`src/rtl/instruction_fetch_unit.sv`:
```
// Fetch stage: owns the PC, issues one word fetch at a time to instruction memory,
// and presents each returned instruction with its PC in the IF/ID register.
//
// state  | meaning
// S_REQ  | ready to issue a fetch for pc_q (unless the skid buffer is full or a redirect is pending)
// S_WAIT | one fetch outstanding; its response is delivered to IF/ID or the skid buffer
// S_DROP | one fetch outstanding that a redirect made stale; its response is discarded
module instruction_fetch_unit #(
    parameter logic [31:0] RESET_PC  = 32'h0000_0000,
    parameter logic [31:0] NOP_INSTR = 32'h0000_0013
) (
    input  logic        clk,
    input  logic        rst_n,
    output logic        imem_req,
    output logic [31:0] imem_addr,
    input  logic        imem_gnt,
    input  logic        imem_rvalid,
    input  logic [31:0] imem_rdata,
    input  logic        stall_i,
    input  logic        redirect_i,
    input  logic [31:0] redirect_pc_i,
    output logic        if_valid_o,
    output logic [31:0] if_pc_o,
    output logic [31:0] if_instr_o,
    output logic [6:0]  if_opcode_o
);

    localparam logic [1:0] S_REQ  = 2'd0;
    localparam logic [1:0] S_WAIT = 2'd1;
    localparam logic [1:0] S_DROP = 2'd2;

    logic [1:0]  state_q, state_d;
    logic [31:0] pc_q, pc_d;
    logic [31:0] out_pc_q, out_pc_d;
    logic        buf_valid_q, buf_valid_d;
    logic [31:0] buf_pc_q, buf_pc_d;
    logic [31:0] buf_instr_q, buf_instr_d;
    logic        if_valid_q, if_valid_d;
    logic [31:0] if_pc_q, if_pc_d;
    logic [31:0] if_instr_q, if_instr_d;
    logic [6:0]  if_opcode_q, if_opcode_d;
    logic        rsp_take;

    // Request is forced low while reset is asserted, not only after the first edge.
    assign imem_req  = rst_n && (state_q == S_REQ) && !buf_valid_q && !redirect_i;
    assign imem_addr = pc_q;
    assign rsp_take  = imem_rvalid && (state_q == S_WAIT);

    always_comb begin
        state_d     = state_q;
        pc_d        = pc_q;
        out_pc_d    = out_pc_q;
        buf_valid_d = buf_valid_q;
        buf_pc_d    = buf_pc_q;
        buf_instr_d = buf_instr_q;
        if_valid_d  = if_valid_q;
        if_pc_d     = if_pc_q;
        if_instr_d  = if_instr_q;

        if (redirect_i) begin
            pc_d        = redirect_pc_i & ~32'h3;
            if_valid_d  = 1'b0;
            if_pc_d     = 32'h0;
            if_instr_d  = NOP_INSTR;
            buf_valid_d = 1'b0;
            case (state_q)
                S_WAIT:  state_d = imem_rvalid ? S_REQ : S_DROP;
                S_DROP:  state_d = imem_rvalid ? S_REQ : S_DROP;
                default: state_d = S_REQ;
            endcase
        end else begin
            case (state_q)
                S_REQ: begin
                    if (imem_req && imem_gnt) begin
                        out_pc_d = pc_q;
                        pc_d     = pc_q + 32'd4;
                        state_d  = S_WAIT;
                    end
                end
                S_WAIT:  if (imem_rvalid) state_d = S_REQ;
                S_DROP:  if (imem_rvalid) state_d = S_REQ;
                default: state_d = S_REQ;
            endcase

            // The skid buffer only ever fills while stalled, and no fetch issues while it is full.
            if (!stall_i) begin
                if (buf_valid_q) begin
                    if_valid_d  = 1'b1;
                    if_pc_d     = buf_pc_q;
                    if_instr_d  = buf_instr_q;
                    buf_valid_d = 1'b0;
                end else if (rsp_take) begin
                    if_valid_d = 1'b1;
                    if_pc_d    = out_pc_q;
                    if_instr_d = imem_rdata;
                end else begin
                    if_valid_d = 1'b0;
                    if_pc_d    = 32'h0;
                    if_instr_d = NOP_INSTR;
                end
            end else if (rsp_take) begin
                buf_valid_d = 1'b1;
                buf_pc_d    = out_pc_q;
                buf_instr_d = imem_rdata;
            end
        end

        if_opcode_d = if_instr_d[6:0];
    end

    always_ff @(posedge clk or negedge rst_n) begin
        if (!rst_n) begin
            state_q     <= S_REQ;
            pc_q        <= RESET_PC;
            out_pc_q    <= 32'h0;
            buf_valid_q <= 1'b0;
            buf_pc_q    <= 32'h0;
            buf_instr_q <= 32'h0;
            if_valid_q  <= 1'b0;
            if_pc_q     <= 32'h0;
            if_instr_q  <= NOP_INSTR;
            if_opcode_q <= NOP_INSTR[6:0];
        end else begin
            state_q     <= state_d;
            pc_q        <= pc_d;
            out_pc_q    <= out_pc_d;
            buf_valid_q <= buf_valid_d;
            buf_pc_q    <= buf_pc_d;
            buf_instr_q <= buf_instr_d;
            if_valid_q  <= if_valid_d;
            if_pc_q     <= if_pc_d;
            if_instr_q  <= if_instr_d;
            if_opcode_q <= if_opcode_d;
        end
    end

    assign if_valid_o  = if_valid_q;
    assign if_pc_o     = if_pc_q;
    assign if_instr_o  = if_instr_q;
    assign if_opcode_o = if_opcode_q;

endmodule

```
`config.mk`:
```
export PLATFORM = sky130hd
export DESIGN_NAME = instruction_fetch_unit
export DESIGN_NICKNAME = d
export VERILOG_FILES = /design/src/rtl/instruction_fetch_unit.sv
export SDC_FILE = /design/constraint.sdc
export NUM_CORES = 1
export LEC_CHECK = 0
export BUFFER_PORTS_ARGS = -buffer_cell sky130_fd_sc_hd__buf_2
export CELL_PAD_IN_SITES_DETAIL_PLACEMENT = 0
export CELL_PAD_IN_SITES_GLOBAL_PLACEMENT = 1
export CORE_ASPECT_RATIO = 1.1
export CORE_MARGIN = 8
export CORE_UTILIZATION = 46
export CTS_CLUSTER_SIZE = 10
export DETAILED_ROUTE_END_ITERATION = 7
export HOLD_SLACK_MARGIN = 0.1
export PLACE_DENSITY = 0.95
export SLEW_MARGIN = 10
export SYNTH_ARGS = -nofsm -noshare
export SYNTH_HDL_FRONTEND = slang
export SYNTH_SLANG_ARGS = --single-unit
```
`constraint.sdc`:
```
create_clock -name clk -period 4.6 [get_ports clk]
set_input_delay 0.46 -clock clk [delete_from_list [all_inputs] [get_ports clk]]
set_output_delay 0.46 -clock clk [all_outputs]
set_load 0.01 [all_outputs]
```
Word-level counts from Yosys, hierarchy flattened:

Index checks and enable logic that the tools add are counted.

* bits in registers: 196
* output and inout bits: 105
* word-level logic and storage cells: 57

* $add $sub $neg: 1
* equal/unequal tests: 6
* muxes and demuxes: 24
* bitwise logic cells: 1
* reduce and logical (&&, ||, !) cells: 15

Operators with widths (count)
* 2-to-1 mux 32 bit: 11
* adder 32 x 3 -> 32 bit, second input constant: 1
* 2-to-1 mux 2 bit: 5
* 2-to-1 mux 1 bit: 7
* != test 3 x 1 -> 1 bit, second input constant: 2
* AND reduction 3 bit: 2
* logical AND 1 bit: 5
* case mux 2 bit (2 select lines): 1
* AND reduction 2 bit: 2
* nonzero test 2 bit: 2
* != test 3 x 2 -> 1 bit, second input constant: 1
* == test 2 x 1 -> 1 bit, second input constant: 1
* == test 2 bit, second input constant: 1
* zero test 1 bit: 2
* zero test 2 bit: 1
* != test 2 x 1 -> 1 bit, second input constant: 1
* OR reduction 2 bit: 1
* NOT 1 bit: 1

Longest topological paths before layout:

Gate-level depths: netlist of the first run.

* word-level depth: 8
* gate-level depth with buffers: 9
* mapped depth without buffers: 8

Worst setup path after synthesis of the first run:

OpenSTA, ideal clock, no wires.

* kind: register to register
* start point: register pc_q[5], in the netlist imem_addr[5]
* end point: register pc_q[31], in the netlist imem_addr[31]
* setup time: 69 ps
* arrival time: 2075 ps
* setup slack: 2456 ps
* stages on the path, launching flop included: 6
* clock period less this slack: 2144 ps
* cells stage by stage: dfrtp_1 nand4_2 or3_4 or4_4 or4_1 nand3_1

* longest elaborated chain between the ends: 4

Ends and longest elaborated chain
* start: declaration: RTL line 33 `logic [31:0] pc_q, pc_d;`
* start signal: assignment: RTL line 125 `pc_q <= pc_d;`
* adder 32 x 3 -> 32 bit: RTL line 76 `pc_d = pc_q + 32'd4;`
* 2-to-1 mux 32 bit: RTL line 74 `if (imem_req && imem_gnt) begin`
* 2-to-1 mux 32 bit: RTL line 72 `case (state_q)`
* 2-to-1 mux 32 bit: RTL line 60 `if (redirect_i) begin`

No other way between the ends. The select of a mux whose other input is x is not followed.
A chain may end at the register's enable or synchronous reset.

Worst setup path after layout of the first run:

* start point: input port rst_n
* end point: register pc_q[30], in the netlist imem_addr[30]

* longest elaborated chain between the ends: 6

Ends and longest elaborated chain
* start: declaration: RTL line 13 `input logic rst_n,`
* logical AND 1 bit (3 in a row): RTL line 45 `assign imem_req = rst_n && (state_q == S_REQ) && !buf_valid_q && !redirect_i;`
* logical AND 1 bit: RTL line 74
* nonzero test 2 bit (no source line)
* AND reduction 2 bit (no source line)

No other way between the ends.

==> flow_metrics.tcl, run 1 <==
set metrics [dict create \
    grt-ovfl-total 0 \
    setup_viol 0 \
    wl_per_cell_um 18.5 \
    route.final.wire_length_um 21700 \
    hold_viol 0 \
    ioPinCount 175 \
    synth_top_family_by_area "simple AND/OR/NAND/NOR gates" \
    ys.flop_type "dfrtp_1" \
    io_buffers 170 \
    diodes 0 \
    cts_root_buffer "clkbuf_16" \
    cts-resized-gates 0 \
    cellPowerDensity_nw_per_um2 407 \
    cp-start-kind "input port" \
    vias 6454 \
    grt_max_degree 69 \
    cts_max_level 4 \
    drt_iter0_drc 477 \
    die_area_um2 22900 \
    cts_inserted_buffers 17 \
    critPathKind "input port to register" \
    skew_ns 0.0109 \
    viasPerCell 5.53 \
    start_util_pct 46.3 \
    final_common_cell "dfrtp_1" \
    clock_path_buffers 2 \
    yosys.cell_types.count 53 \
    rsz0062_at_grt "false" \
    end_kind "register" \
    synth_compound_area_share_pct 10.6 \
    postCtsHoldBufs 1 \
    async_flop_share_pct 100 \
    finalCritPeriodShare_pct 65.7 \
    setup_tns_ns 0 \
    synthXorXnorAreaFrac_pct 0.729 \
    ys_seq_area_share_pct 56.3 \
    slew_headroom_pct 30.9 \
    post_cts_buffers 0 \
    post-route-min-period_ns 3.02 \
    max_freq_ghz 0.331 \
    worstPathRequired_ns 4.96 \
    synth_area_um2 8410 \
    grtUsageTotal_pct 19.5 \
    clk_pin_slew_ns 0.07 \
    design.core.area_um2 18200 \
    synth_edf_count 0 \
    fp.dieH_um 158 \
    cts_tree "built" \
    synth_top_area_share_pct 55.3 \
    mostFrequentLayoutCells "dfrtp_1 (185), buf_2 (167), nand2_1 (121)" \
    r2r_setup_slack_ns 1.96 \
    crit_fanout 68 \
    crit_arrival_ns 3.38 \
    p_leak_uw 0.00490 \
    syn_area_per_cell_um2 10.8 \
    yosysTopAreaCell "dfrtp_1" \
    insertion_delay_ns 0.42 \
    grt_pass1_vias 6636 \
    grt_pass1_wl_um 35800 \
    slew_violations 0 \
    worstMarginPinSlew_ns 1.03 \
    synth_area_leaders "dfrtp_1 (55%), mux2_2 (8.6%), a221oi_1 (6.1%)" \
    post-route-drc-count 0 \
    fin_nets 985 \
    final_util_pct 55.1 \
    syn_to_final_growth_pct 18.8 \
    irDropWorstVdd_mv 0.289 \
    status "completed" \
    yosys_warnings 0 \
    die_w_um 145 \
    fillCellCount 1662 \
    dr.pass1.iters 5 \
    drive_gt1_share_pct 31.5 \
    hpwl_um 14400 \
    synthCells 777 \
    clock-sinks 189 \
    drv_cap 0 \
    synthSimpleGateAreaFrac_pct 18.9 \
    synth_fa_ha_area_share_pct 0.446 \
    ant_nets 0 \
    rows 52 \
    hold_class "input port to register" \
    routabilityCongestion 0.841 \
    ys_ff_latch 189 \
    yosys-mux-area-fraction_pct 9.28 \
    grt_antenna_before_repair 0 \
]
[synth_stat cells (6+ instances only)]
cell	count
nor2_1	19
a21oi_1	11
mux2_2	64
buf_4	10
clkbuf_1	46
nor2b_1	61
buf_1	8
o21ai_0	14
inv_1	6
nand3_1	18
nand2_1	121
dfrtp_1	186
a221oi_1	59
o211ai_1	8
mux2i_1	6
nand4_1	7
nor3_1	66
[cells by family (layout without fill, tap and decap cells)]
group,Yosys count,in the layout
XOR/XNOR,7,7
AO/OA/AOI/OAI,115,115
buffers and inverters,71,218
multiplexers,70,70
AND/OR/NAND/NOR,321,321
flip-flops,189,189
adder cells (fa/ha/maj),3,3
other,1,2
[report_power, final]
part	switching [uW]	internal, uW
clock	628	858
sequential	173	1890
combinational	288	236
total	1090	2980
[metal layers]
metal / share of wire, % / track usage [%]
met4: 1.6 / 7.17
met2: 48 / 31.5
met3: 5.6 / 3.69
met1: 44 / 25.7
met5: 0 / 0
[registers in the layout, summed over array words and instances (netlist names)]
signal	flops
if_opcode_o	7
if_pc_o	31
if_valid_o	1
out_pc_q	30
imem_addr	30
if_instr_o	25
buf_valid_q	1
buf_pc_q	30
buf_instr_q	32
state_q	2
[worst max-delay path, stage by stage]
cell and delay, ns:
dlygate4sd3_1 0.57, clkbuf_8 0.49, nand4bb_1 0.30, nor4_1 0.93, nand4_1 0.23, o21ai_0 0.23, a31o_2 0.13
[final timing paths]
| check | startpoint | endpoint | cells past startpoint |
|---|---|---|---|
| worst max-delay path | rst_n | imem_addr[30] | 7 |
| worst min-delay path | redirect_pc_i[18] | imem_addr[18] | 3 |
| worst max register to register | buf_valid_q | imem_addr[30] | 5 |
| worst min register to register | out_pc_q[30] | out_pc_q[30] | 2 |
| max in group asynchronous | rst_n | buf_instr_q[25] | 3 |
| min in group asynchronous | rst_n | if_pc_o[15] | 2 |
[area by class of cell]
cell class,count,area [um^2],share of cell area [%]
clock inverter,14,166,1.66
clock buffer,18,429,4.29
multi-input combinational,518,3400,34.0
tap,243,304,3.04
timing repair buffer,180,942,9.43
sequential,189,4730,47.4
inverter,6,22.5,0.225
[stage by stage]
step	instance area, um^2	hold slack [ns]	instances	total power (uW)	setup WS (ns)
final	10000	0.245	1168	4070	1.58
after floorplan	8420	0.164	778	2380	2.46
after global routing	10000	0.237	1168	4280	1.40
after CTS	10000	0.221	1168	4120	1.64
after global placement	9390	0.481	1135	2590	1.79
after detailed placement	9390	0.486	1135	2620	1.77
Power figures use the tool's default switching activity.
==> inputs of run 2 (changes only) <==
--- a/config.mk
+++ b/config.mk
@@ -10,11 +10,11 @@
 export CELL_PAD_IN_SITES_GLOBAL_PLACEMENT = 1
 export CORE_ASPECT_RATIO = 1.1
 export CORE_MARGIN = 8
-export CORE_UTILIZATION = 46
+export CORE_UTILIZATION = 43
 export CTS_CLUSTER_SIZE = 10
 export DETAILED_ROUTE_END_ITERATION = 7
 export HOLD_SLACK_MARGIN = 0.1
-export PLACE_DENSITY = 0.95
+export PLACE_DENSITY = 0.91
 export SLEW_MARGIN = 10
 export SYNTH_ARGS = -nofsm -noshare
 export SYNTH_HDL_FRONTEND = slang
==> constraint.sdc (replaced) <==
create_clock -name clk -period 3.16 [get_ports clk]
set_input_delay 0.316 -clock clk [delete_from_list [all_inputs] [get_ports clk]]
set_output_delay 0.316 -clock clk [all_outputs]
set_load 0.01 [all_outputs]
==> flow_metrics.tcl, run 2 (same netlist as run 1, synthesis figures left out) <==
set metrics [dict create \
    cts_tree "built" \
    worstPathRequired_ns 3.52 \
    stdcell_count 1183 \
    dr.pass1.iters 5 \
    post-route-min-period_ns 2.47 \
    cts_max_level 4 \
    final_common_cell "dfrtp_1" \
    worst_path_largest_cell_delay_ns 0.57 \
    cts-resized-gates 0 \
    clock_path_buffers 2 \
    finalCritPeriodShare_pct 78.2 \
    slew_violations 0 \
    seq_power_share_pct 51.1 \
    clock_power_share_pct 35.7 \
    fillCellCount 1680 \
    vias 6513 \
    drive_gt1_share_pct 31.5 \
    fin_nets 996 \
    cts_inserted_buffers 17 \
    p_comb_share_pct 13.2 \
    p_int_uw 4210 \
    worstHoldEndpoint "imem_addr[18]" \
    worst_r2r_path_depth 6 \
    rows 53 \
    grt_antenna_before_repair 0 \
    r2r-end "imem_addr[20]" \
    clock-sinks 189 \
    largest_register_ffs 32 \
    top_register "buf_instr_q" \
    hp-start "redirect_pc_i[18]" \
    hold_path_depth 3 \
    ioPinCount 175 \
    grtUsageTotal_pct 18.6 \
    insertion_delay_ns 0.43 \
    p_sw_share_pct 28.6 \
    busiest_layer "met2" \
    crit_buf_inv 3 \
    grt_use_met1_pct 24.7 \
    cpMaxStageDelayCell "dlygate4sd3_1" \
    die_w_um 149 \
    drv_cap 0 \
    dpl_cell_area_um2 9440 \
    rsz0062_at_grt "false" \
    irDropWorstVdd_mv 0.419 \
    die_area_um2 24300 \
    r2r-start "imem_addr[2]" \
    post_cts_buffers 0 \
    grt_pass1_vias 6626 \
    cellPowerDensity_nw_per_um2 584 \
    route.final.wire_length_um 22300 \
    power.switching_uw 1690 \
    postCtsHoldBufs 9 \
    placed_cells 1142 \
    worstPathCellList "dlygate4sd3_1 -> clkbuf_8 -> nand4bb_1 -> inv_1 -> nand2_1 -> or3b_2 -> or3_1 -> nand3_1" \
    crit_family "simple AND/OR/NAND/NOR gates" \
    drt_iter0_drc 380 \
    grt_pass1_wl_um 36000 \
    io_buffers 170 \
    crit_arrival_ns 2.84 \
    skew_ns 0.00820 \
    syn_to_final_growth_pct 20.2 \
    setup_viol 0 \
    grt_max_degree 121 \
    grt_use_met3_pct 3.22 \
    setup_tns_ns 0 \
    status "completed" \
    end_kind "register" \
    hpwl_um 14900 \
    max_freq_ghz 0.404 \
    mostFrequentLayoutCells "dfrtp_1 (185), buf_2 (167), nand2_1 (121)" \
    hold_viol 0 \
    p_leak_uw 0.00494 \
    diodes 0 \
    design_area_um2 10100 \
    ant_nets 0 \
    start_util_pct 43.9 \
    wl_per_cell_um 18.9 \
    critPathKind "input port to register" \
    clk_pin_slew_ns 0.07 \
    fp.dieH_um 163 \
    r2r_setup_slack_ns 0.75 \
    crit_fanout 23 \
    post-route-drc-count 0 \
    worstMarginPinSlew_ns 1.11 \
    routabilityCongestion 0.841 \
    cts_root_buffer "clkbuf_16" \
    design.core.area_um2 19200 \
    slew_headroom_pct 26.1 \
    grt-ovfl-total 0 \
    viasPerCell 5.51 \
    cp-start-kind "input port" \
    hold_class "input port to register" \
    grtUsageMet2_pct 30.2 \
]
-- run 2: cell count changes in the layout (fill, tap and decap cells not counted), sizes merged --
cell,before,now
dlygate4sd3,1,9
inv,9,13
bufinv,3,1
clkbuf,19,18
buf,178,181
clkinv,7,4
clkinvlp,1,3
-- run 2: power groups by stage --
stage / combinational [uW] / clock (uW) / sequential (uW)
4_1_cts: 793 / 2160 / 3010
6_report: 779 / 2110 / 3010
3_3_place_gp: 753 / 0 / 3030
2_1_floorplan: 451 / 0 / 3010
3_5_place_dp: 777 / 0 / 3050
5_1_grt: 879 / 2230 / 3060
-- run 2: final cells by class --
cell class	instances	area (um^2)	share of cell area, %
sequential	189	4730	46.8
multi-input combinational	518	3400	33.6
timing repair buffer	191	1070	10.6
clock buffer	17	425	4.21
tap	247	309	3.06
clock inverter	15	153	1.51
inverter	6	22.5	0.223
-- run 2: worst min-delay path, delay by kind of cell --
kind                   cells  cell delay, ns
AOI/OAI and AO/OA          1            0.07
and+or+nand+nor            1            0.05
buffers and inverters      1            0.07
-- run 2: through the flow --
step | utilization (%) | hold slack (ns) | power [uW] | worst slack, ns
floorplan | - | 0.0204 | 3460 | 1.02
global placement | 49.3 | 0.194 | 3780 | 0.722
detailed placement | 49.3 | 0.199 | 3830 | 0.707
CTS | 52.8 | 0.103 | 5960 | 0.745
global route | 52.8 | 0.111 | 6170 | 0.579
finish | 52.8 | 0.118 | 5900 | 0.687
-- run 2: how the worst max path moves through the flow --
| stage | start | cells past startpoint | slack [ns] | to |
|---|---|---|---|---|
| 2_1_floorplan | imem_addr[5] | 5 | 1.02 | imem_addr[31] |
| 3_3_place_gp | redirect_i | 7 | 0.72 | imem_addr[20] |
| 3_5_place_dp | redirect_i | 7 | 0.71 | imem_addr[20] |
| 4_1_cts | rst_n | 8 | 0.75 | imem_addr[20] |
| 5_1_grt | rst_n | 8 | 0.58 | imem_addr[20] |
| 6_report | rst_n | 8 | 0.69 | imem_addr[20] |
-- run 2: layer usage --
metal / part of all wire [%] / up-vias / wire length, um
met5: 0 / - / 0
met3: 4.2 / 19 / 949
met1: 44 / 3239 / 9940
met2: 50 / 181 / 11200
met4: 1.2 / 0 / 278
li1: - / 3074 / -
==> inputs of run 3 (changes only) <==
==> constraint.sdc (replaced) <==
create_clock -name clk -period 2.45 [get_ports clk]
set_input_delay 0.245 -clock clk [delete_from_list [all_inputs] [get_ports clk]]
set_output_delay 0.245 -clock clk [all_outputs]
set_load 0.01 [all_outputs]
==> flow_metrics.tcl, run 3 (same netlist as run 1, synthesis figures left out) <==
set metrics [dict create \
    status "completed" \
    grt_pass1_wl_um 36900 \
    cp-start-kind "register" \
    post-route-min-period_ns 2.26 \
    slew_headroom_pct 37.4 \
    seq_power_share_pct 49.8 \
    design.core.area_um2 19200 \
    syn_to_final_growth_pct 27.3 \
    grt_use_met3_pct 3.89 \
    skew_ns 0.0132 \
    die_w_um 149 \
    ant_nets 0 \
    post_cts_buffers 0 \
    clock-sinks 189 \
    vias 6775 \
    route.final.wire_length_um 22700 \
    p_int_uw 5610 \
    clock_path_buffers 2 \
    clock_power_share_pct 36.1 \
    power.switching_uw 2160 \
    setup_viol 0 \
    worst_r2r_path_depth 8 \
    post-route-drc-count 0 \
    ioPinCount 175 \
    drive_gt1_share_pct 30.7 \
    hold_path_depth 4 \
    slew_violations 0 \
    viasPerCell 5.45 \
    rsz0062_at_grt "false" \
    hold_class "input port to register" \
    irDropWorstVdd_mv 0.533 \
    wl_per_cell_um 18.3 \
    cellPowerDensity_nw_per_um2 725 \
    clk_pin_slew_ns 0.08 \
    hold_viol 0 \
    worstMarginPinSlew_ns 0.939 \
    critPathKind "register to register" \
    drt_iter0_drc 450 \
    largest_register_ffs 32 \
    grtUsageTotal_pct 19.1 \
    finalCritPeriodShare_pct 92.2 \
    crit_fanout 5 \
    fp.dieH_um 163 \
    p_leak_uw 0.00521 \
    final_common_cell "dfrtp_1" \
    top_register "buf_instr_q" \
    cts_max_level 4 \
    busiest_layer "met2" \
    cts_inserted_buffers 17 \
    design_area_um2 10700 \
    drv_cap 0 \
    grt_antenna_before_repair 1 \
    start_util_pct 43.9 \
    grtUsageMet2_pct 30.8 \
    setup_tns_ns 0 \
    crit_arrival_ns 2.63 \
    hpwl_um 15100 \
    layout_setup_ws_ns 0.191 \
    insertion_delay_ns 0.43 \
    p_sw_share_pct 27.8 \
    rows 53 \
    pre_cts_ws_ns 0.177 \
    dr.pass1.iters 5 \
    final_util_pct 55.9 \
    die_area_um2 24300 \
    grt-ovfl-total 0 \
    grt_pass1_vias 7001 \
    max_freq_ghz 0.443 \
    cts_root_buffer "clkbuf_16" \
    worstPathRequired_ns 2.82 \
    fin_nets 1054 \
    routabilityCongestion 0.828 \
    grt_use_met1_pct 24.7 \
    p_comb_share_pct 14.1 \
    end_kind "register" \
    dpl_cell_area_um2 9520 \
    io_buffers 170 \
    cts_tree "built" \
    mostFrequentLayoutCells "dfrtp_1 (185), buf_2 (167), nand2_1 (121)" \
    fillCellCount 1646 \
    grt_max_degree 168 \
]
run 3: area by class of cell:
class | count | area (um^2) | share of cell area, %
inverter | 6 | 22.5 | 0.210
tap | 247 | 309 | 2.88
clock inverter | 15 | 175 | 1.64
timing repair buffer | 249 | 1640 | 15.3
sequential | 189 | 4730 | 44.2
multi-input combinational | 518 | 3400 | 31.7
antenna | 1 | 2.50 | 0.0234
clock buffer | 17 | 425 | 3.97
run 3: power groups by stage:
stage | Sequential [uW] | Clock [uW] | Combinational (uW)
6_report | 3860 | 2810 | 1100
5_1_grt | 3920 | 2970 | 1230
4_1_cts | 3860 | 2880 | 1110
3_5_place_dp | 3920 | 0 | 1030
3_3_place_gp | 3890 | 0 | 1000
2_1_floorplan | 3880 | 0 | 581
run 3: through the flow:
step / power (uW) / cells / hold slack (ns)
global route: 8130 / 1242 / 0.135
detailed placement: 4950 / 1151 / 0.302
global placement: 4890 / 1151 / 0.297
CTS: 7850 / 1241 / 0.101
finish: 7770 / 1242 / 0.128
floorplan: 4460 / 778 / -0.0506
run 3: worst paths after layout:
kind	start	endpoint	slack (ns)
max	state_q[1]	imem_addr[20]	0.19
min	redirect_pc_i[25]	imem_addr[25]	0.13
max reg2reg	state_q[1]	imem_addr[20]	0.19
min reg2reg	if_valid_o	if_valid_o	0.47
max in group asynchronous	rst_n	buf_instr_q[7]	0.81
min in group asynchronous	rst_n	imem_addr[12]	0.42
run 3: critical path, cell delays in order, from the launching register on:
cell,delay (ns)
dfrtp_1,0.36
inv_1,0.11
ha_1,0.22
nand4bb_1,0.26
inv_1,0.21
nand2_1,0.12
or3b_2,0.51
or3_1,0.33
nand3_1,0.08
run 3: layer usage:
layer  up-vias  wire [um]  part of all wire, %
li1       3193          -                    -
met5         -          0                    0
met3        31       1230                  5.4
met4         0        555                  2.4
met1      3329       9760                   43
met2       222      11200                   49
run 3: what timing repair did:
item	4_1_cts	5_1_grt
endpoints found under the hold margin	79	0
resized for setup	0	2
endpoints found under the setup margin	0	1
hold buffers	58	0
